### config.mk
export PLATFORM = sky130hd
export DESIGN_NAME = muldiv_seq
export DESIGN_NICKNAME = d
export VERILOG_FILES = /design/src/rtl/muldiv_seq.sv
export SDC_FILE = /design/constraint.sdc
export NUM_CORES = 1
export LEC_CHECK = 0
export CORE_ASPECT_RATIO = 0.75
export CORE_MARGIN = 5
export CORE_UTILIZATION = 63
export CTS_BUF_LIST = sky130_fd_sc_hd__clkbuf_8
export DETAILED_ROUTE_END_ITERATION = 8
export HOLD_SLACK_MARGIN = 0.08
export PLACE_DENSITY_LB_ADDON = 0.25
export RECOVER_POWER = 50
export SLEW_MARGIN = 20
export SYNTH_ARGS = -nofsm -noshare
export SYNTH_HDL_FRONTEND = slang
export SYNTH_SLANG_ARGS = --single-unit
### constraint.sdc
create_clock -name clk -period 10.9 [get_ports clk]
set_input_delay 1.09 -clock clk [delete_from_list [all_inputs] [get_ports clk]]
set_output_delay 1.09 -clock clk [all_outputs]
set_load 0.02 [all_outputs]
### src/rtl/muldiv_seq.sv
// muldiv_seq: iterative multiply/divide sequencer sitting beside the EX stage.
// One start pulse launches a 32-step shift-add multiply or restoring divide.
// The 64-bit result lands in HI/LO 33 clocks after start. The unit stalls the
// pipeline for any later mul/div or HI/LO read that arrives while it is busy.
// Optional feature macro: MULDIV_SIGNED_EN. When it is defined, op[0] selects
// signed MULT/DIV. When it is undefined, all ops are unsigned and no
// abs/negate logic is built.
module muldiv_seq #(
  parameter int WIDTH = 32,
  parameter int CNT_W = 5
) (
  input  logic             clk,
  input  logic             rst,
  input  logic             start,
  input  logic [1:0]       op,
  input  logic [WIDTH-1:0] A,
  input  logic [WIDTH-1:0] B,
  input  logic             hilo_rd,
  input  logic             flush,
  output logic             busy,
  output logic             stall,
  output logic             done,
  output logic             dbz,
  output logic [WIDTH-1:0] HI,
  output logic [WIDTH-1:0] LO
);

  typedef enum logic [1:0] {IDLE, RUN, FIN} state_t;

  state_t           state;
  logic [CNT_W-1:0] cnt;
  logic             is_div;
  // acc : product upper half during multiply, partial remainder during divide
  // low : multiplier (product low bits shift in) or dividend/quotient
  // opb : multiplicand or divisor, held for the whole operation
  logic [WIDTH-1:0] acc;
  logic [WIDTH-1:0] low;
  logic [WIDTH-1:0] opb;

  logic [WIDTH-1:0] a_mag;
  logic [WIDTH-1:0] b_mag;

`ifdef MULDIV_SIGNED_EN
  logic neg_q;   // quotient/product must be negated (operand signs differ)
  logic neg_r;   // remainder must be negated (dividend was negative)
  logic a_neg;
  logic b_neg;

  assign a_neg = op[0] & A[WIDTH-1];
  assign b_neg = op[0] & B[WIDTH-1];
  assign a_mag = a_neg ? -A : A;
  assign b_mag = b_neg ? -B : B;
`else
  // op[0] only distinguishes signed variants, which this build treats as unsigned
  logic unused_op0;
  assign unused_op0 = op[0];
  assign a_mag = A;
  assign b_mag = B;
`endif

  assign busy  = (state != IDLE);
  assign stall = busy & (start | hilo_rd);

  // One multiply step: conditional add into the upper half, then shift
  // {carry, acc, low} right by one.
  logic [WIDTH:0]   mul_sum;
  logic [WIDTH:0]   mul_top;
  logic [WIDTH-1:0] mul_acc_next;
  logic [WIDTH-1:0] mul_low_next;

  assign mul_sum      = {1'b0, acc} + {1'b0, opb};
  assign mul_top      = low[0] ? mul_sum : {1'b0, acc};
  assign mul_acc_next = mul_top[WIDTH:1];
  assign mul_low_next = {mul_top[0], low[WIDTH-1:1]};

  // One restoring-divide step. The shifted remainder is always below
  // 2*divisor, so a WIDTH+1 bit trial difference is enough to read its sign.
  logic [WIDTH:0]   div_shift;
  logic [WIDTH:0]   div_trial;
  logic             div_ok;
  logic [WIDTH-1:0] div_acc_next;
  logic [WIDTH-1:0] div_low_next;

  assign div_shift    = {acc, low[WIDTH-1]};
  assign div_trial    = div_shift - {1'b0, opb};
  assign div_ok       = ~div_trial[WIDTH];
  assign div_acc_next = div_ok ? div_trial[WIDTH-1:0] : div_shift[WIDTH-1:0];
  assign div_low_next = {low[WIDTH-2:0], div_ok};

  // Final result with sign correction applied to the raw magnitudes
  logic [WIDTH-1:0] res_hi;
  logic [WIDTH-1:0] res_lo;

  // Form the architectural HI/LO values from the finished accumulators
  always_comb begin
    res_hi = acc;
    res_lo = low;
`ifdef MULDIV_SIGNED_EN
    if (is_div) begin
      if (neg_q) res_lo = -low;
      if (neg_r) res_hi = -acc;
    end else if (neg_q) begin
      {res_hi, res_lo} = -{acc, low};
    end
`endif
  end

  // Sequencer FSM. HI/LO, done and dbz are registered and change only here.
  always_ff @(posedge clk or posedge rst) begin
    if (rst) begin
      state  <= IDLE;
      cnt    <= '0;
      is_div <= 1'b0;
      acc    <= '0;
      low    <= '0;
      opb    <= '0;
      HI     <= '0;
      LO     <= '0;
      done   <= 1'b0;
      dbz    <= 1'b0;
`ifdef MULDIV_SIGNED_EN
      neg_q  <= 1'b0;
      neg_r  <= 1'b0;
`endif
    end else begin
      done <= 1'b0;
      dbz  <= 1'b0;
      if (flush) begin
        // Abort: HI/LO are untouched and no done pulse is produced
        state <= IDLE;
        cnt   <= '0;
      end else begin
        case (state)
          IDLE: begin
            if (start) begin
              is_div <= op[1];
              acc    <= '0;
              cnt    <= '0;
              if (op[1]) begin
                low <= a_mag;   // dividend
                opb <= b_mag;   // divisor
              end else begin
                low <= b_mag;   // multiplier
                opb <= a_mag;   // multiplicand
              end
`ifdef MULDIV_SIGNED_EN
              neg_q <= a_neg ^ b_neg;
              neg_r <= a_neg;
`endif
              state <= RUN;
            end
          end
          RUN: begin
            if (is_div) begin
              acc <= div_acc_next;
              low <= div_low_next;
            end else begin
              acc <= mul_acc_next;
              low <= mul_low_next;
            end
            cnt <= cnt + CNT_W'(1);
            if (cnt == CNT_W'(WIDTH - 1)) state <= FIN;
          end
          FIN: begin
            HI    <= res_hi;
            LO    <= res_lo;
            done  <= 1'b1;
            dbz   <= is_div & (opb == '0);
            state <= IDLE;
          end
          default: state <= IDLE;
        endcase
      end
    end
  end

endmodule

Word-level counts from Yosys, hierarchy flattened
Cells that the tools add are included.
{"block": "totals", "register_bits": 170, "input_bits": 71, "elab_cells": 55}
{"block": "classes", "n_addsub": 3, "eq_ne": 6, "n_mux": 21, "bitwise_logic": 5, "reduce_logical": 10}
{"operator": "$mux W32", "n": 7}
{"operator": "$pmux W32 S2", "n": 2}
{"operator": "$add A32 B32 Y33", "n": 1}
{"operator": "$mux W33", "n": 1}
{"operator": "$sub A33 B32 Y33", "n": 1}
{"operator": "$logic_not A32 Y1", "n": 1}
{"operator": "$mux W5", "n": 2}
{"operator": "$pmux W5 S2", "n": 1}
{"operator": "$mux W2", "n": 3}
{"operator": "$ne A3 B3 Y1 const B", "n": 2}
{"operator": "$reduce_and A2 Y1", "n": 3}
{"operator": "$reduce_and A3 Y1", "n": 2}
{"operator": "$add A5 B1 Y5 const B", "n": 1}
{"operator": "$eq A5 B5 Y1 const B", "n": 1}
{"operator": "$mux W1", "n": 4}
{"operator": "$pmux W2 S2", "n": 1}
{"operator": "$reduce_bool A2 Y1", "n": 2}
{"operator": "$reduce_bool A3 Y1", "n": 1}
{"operator": "$and A1 B1 Y1", "n": 2}
{"operator": "$eq A2 B1 Y1 const B", "n": 1}
{"operator": "$eq A2 B2 Y1 const B", "n": 1}
{"operator": "$logic_not A2 Y1", "n": 1}
{"operator": "$ne A2 B2 Y1 const B", "n": 1}
{"operator": "$not A1 Y1", "n": 2}
{"operator": "$or A1 B1 Y1", "n": 1}

Depth between registers and ports, before layout
{"block": "depth", "word_depth": 4, "ltp_mapped": 14, "ltp_nobuf": 13}

Least setup slack after synthesis
No wires, ideal clock.
{"block": "synth_path", "path_kind": "register -> register", "from": "reg low[31]", "to": "reg acc[10]", "arrival_time_ps": 3235, "required_ps": 10778, "path_slack_ps": 7543, "path_stages_with_launch": 15, "path_buffers": 1, "synth_period_minus_slack_ps": 3357, "path_cell_list": "dfrtp_1 > inv_1 > ha_1 > fa_1 > nand2b_1 > a211oi_1 > o22ai_2 > o21ai_1 > o221a_2 > a21boi_2 > xnor2_4 > buf_4 > mux2i_1 > nand2_1 > a32o_1"}
{"block": "synth_via", "elab_chain_len": 4}
{"element": "from (decl)", "line_no": "37", "source": "logic [WIDTH-1:0] low;"}
{"element": "from (signal assigned)", "line_no": "140", "source": "low <= a_mag;"}
{"element": "from (signal assigned)", "line_no": "143", "source": "low <= b_mag;"}
{"element": "from (signal assigned)", "line_no": "156", "source": "low <= div_low_next;"}
{"element": "$sub A33 B32 Y33", "line_no": "85", "source": "assign div_trial = div_shift - {1'b0, opb};"}
{"element": "$mux W32", "line_no": "87", "source": "assign div_acc_next = div_ok ? div_trial[WIDTH-1:0] : div_shift[WIDTH-1:0];"}
{"element": "$mux W32", "line_no": "154", "source": "if (is_div) begin"}
{"element": "$pmux W32 S2", "line_no": "133", "source": "case (state)"}
{"element": "to (signal assigned)", "line_no": "155", "source": "acc <= div_acc_next;"}
{"element": "to (signal assigned)", "line_no": "158", "source": "acc <= mul_acc_next;"}
{"element": "to (decl)", "line_no": "36", "source": "logic [WIDTH-1:0] acc;"}
No other way between the ends.
A chain may end at the register's enable or synchronous reset.

==> metrics.txt <==
CP delay by family, top buffers and inverters; top_reg_cell synth dfrtp_1; starting density of the core 64.1%; hold crit path type flip-flop to flip-flop; EDFF count, synth 0; HPWL after detailed placement 22.3 mm; Mean Syn Cell Area 9.34 um2; Crit. End Element asynchronous set/reset pin; Synth top cells by count 170 x dfrtp_1, 134 x a21oi_1, 111 x nor2_1; RSZ-0062 raised after global routing false; Final Skew 18.6 ps; Rel. slew slack -180%; Mapped Cells 1270; DRC Markers 0; Setup Fix Bufs, Post-CTS 0; fmax 216 MHz; register area share after synthesis 35.9%; Routed WL 31.6 mm; PwrDens 158 nW/um2; top cells by area, synth dfrtp_1 36%, mux2_2 9.3%, mux2i_1 7.8%; Clock transition at path regs 100 ps; die width 168 um; Critical Path AT 5100 ps; deepest clock path buffer count 2; WP buf/inv 3; Area Growth Syn to Fin 15.5%; Num Clock Sinks 170; final hold violations 0; largest net degree at the start of global routing 97; violated checks max-capacitance violations, max-slew violations; status finished, violations left; Die Span Y 129 um; hold_buf cts 0; ANT nets after route 0; max-cap violations 3; Max Fanout on Critical Path 96; die area 21700 um2; GRT Residual Overflow 0; Layout Utilization 74.0%; Syn. warnings 0; row cnt 43; WL per Instance 19.4 um; drt pass-1 iters 5; Setup CP Type input pin to asynchronous set/reset pin; Nets 1511; synthesized flop and latch total 170; async set-reset flop share out of synthesis 100%; CTS Buf Count 17; Final Critical Period 4620 ps; synthesized area 11900 um2; Slowest-stage cell, CP clkinvlp_2; count leader, synth dfrtp_1; CTS tree yes; share of layout cells above drive strength 1 11.3%; CP peak stage delay 2300 ps; vias in the first global route 9767; gpl congestion 0.934; post-route clock period utilization 42.4%; first-pass GRT wire length 51.1 mm; initial antenna violation count 0; Pins Over Slew Limit 165; setup tns final 0 ps; area leader, netlist dfrtp_1; Via density 6.35; leakage power 6.33 nW; CP Launch Type input pin; Global Route Usage Sum 29.1%; routed via count 10358; Antenna Cells 0; Synth top area share 35.9%; post-route worst setup slack 6280 ps; core box area 18500 um2; # IOs 139; PostCTS Resize Cnt 0; synth unique cells 76; crit-path cells dlygate4sd3_1 > clkinvlp_2 > buf_4; setup violators final 0; Place WS 6530 ps; Iteration-0 DRC Markers 979; Tightest Pin Transition 4170 ps; htree depth 4; Finished Layout Cells 1632; DP Cell Count 1600; Peak VDD IR 118 uV; IO buf count 137; syn_nets 1409; Clock Latency Late Sink 480 ps; root buf cell clkbuf_8; Worst Path Required 11380 ps; Pwr Total 2.16 mW
-- flip-flops by register name, indices dropped and copies added (netlist names) --
register,flops
dbz,1
cnt,5
LO,32
low,32
HI,32
state,2
is_div,1
opb,32
done,1
acc,32
-- kinds of logic after synthesis --
group                      share of synthesized area (%)
adders and majority gates                           7.30
muxes                                               17.1
AOI/OAI and AO/OA                                   20.5
and+or+nand+nor                                     11.1
DFF                                                 35.9
buffers and inverters                               4.11
xor gates and xnor gates                            4.07
-- path summary, 6_finish.rpt --
check | slack (ps) | from | cells past startpoint | to
hold reg to reg | 510 | HI[26] | 1 | HI[26]
setup reg to reg | 6320 | low[31] | 14 | acc[16]
min in group asynchronous | 2270 | rst | 2 | LO[10]
max in group clk | 6320 | low[31] | 14 | acc[16]
setup / recovery | 6280 | rst | 3 | acc[20]
hold / removal | 510 | HI[26] | 1 | HI[26]
-- power by group --
group / total, mW / switching [mW] / internal, mW
combinational: 0.910 / 0.521 / 0.389
clock: 0.445 / 0.274 / 0.171
sequential: 0.809 / 0.112 / 0.697
-- area by class of cell --
| cell class | count | area [um2] |
|---|---|---|
| well taps | 247 | 309 |
| flip-flops and latches | 170 | 4260 |
| clock buffers | 17 | 234 |
| multi-input cells | 984 | 7120 |
| clock inverters | 15 | 148 |
| fillers | 1379 | 4810 |
| repair buffers | 149 | 1440 |
| inverters | 50 | 189 |
-- through the flow --
step | hold slack, ps | cell area [um2]
after floorplan | 465 | 11900
after global placement | 489 | 13300
after detailed placement | 494 | 13300
after CTS | 517 | 13700
after global routing | 528 | 13700
final | 510 | 13700
-- metal layers --
layer | vias to the layer above | GRT usage, % | wire length (um)
li1 | 4839 | - | -
met2 | 458 | 45.9 | 14300
met4 | 0 | 9.69 | 949
met1 | 4989 | 40.9 | 14000
met5 | - | 0 | 0
met3 | 72 | 5.47 | 2360
-- layout by cell type, fill, tap and decap left out, drive strengths merged, types with 4 or more instances in the layout --
master	netlist	routed
dfrtp	170	170
a21oi	134	134
clkdlybuf4s50	0	129
nor2	111	111
mux2	98	98
mux2i	92	92
nand2	87	87
o21ai	84	84
ha	66	66
inv	49	58
xnor2	34	34
a21o	30	30
clkbuf	47	22
o21a	21	21
xor2	19	19
a211oi	18	18
nand3	15	15
nor2b	14	14
nor3	13	13
o21bai	12	12
a22o	12	12
or3	11	11
a31oi	10	10
nand2b	10	10
o31ai	10	10
o211ai	8	8
buf	19	8
o221ai	7	7
nor4	7	7
dlygate4sd3	0	7
nand4	6	6
nor3b	5	5
and3	5	5
clkinv	1	5
a211o	4	4
a22oi	4	4
No activity file was read; power rests on OpenSTA's default activity.
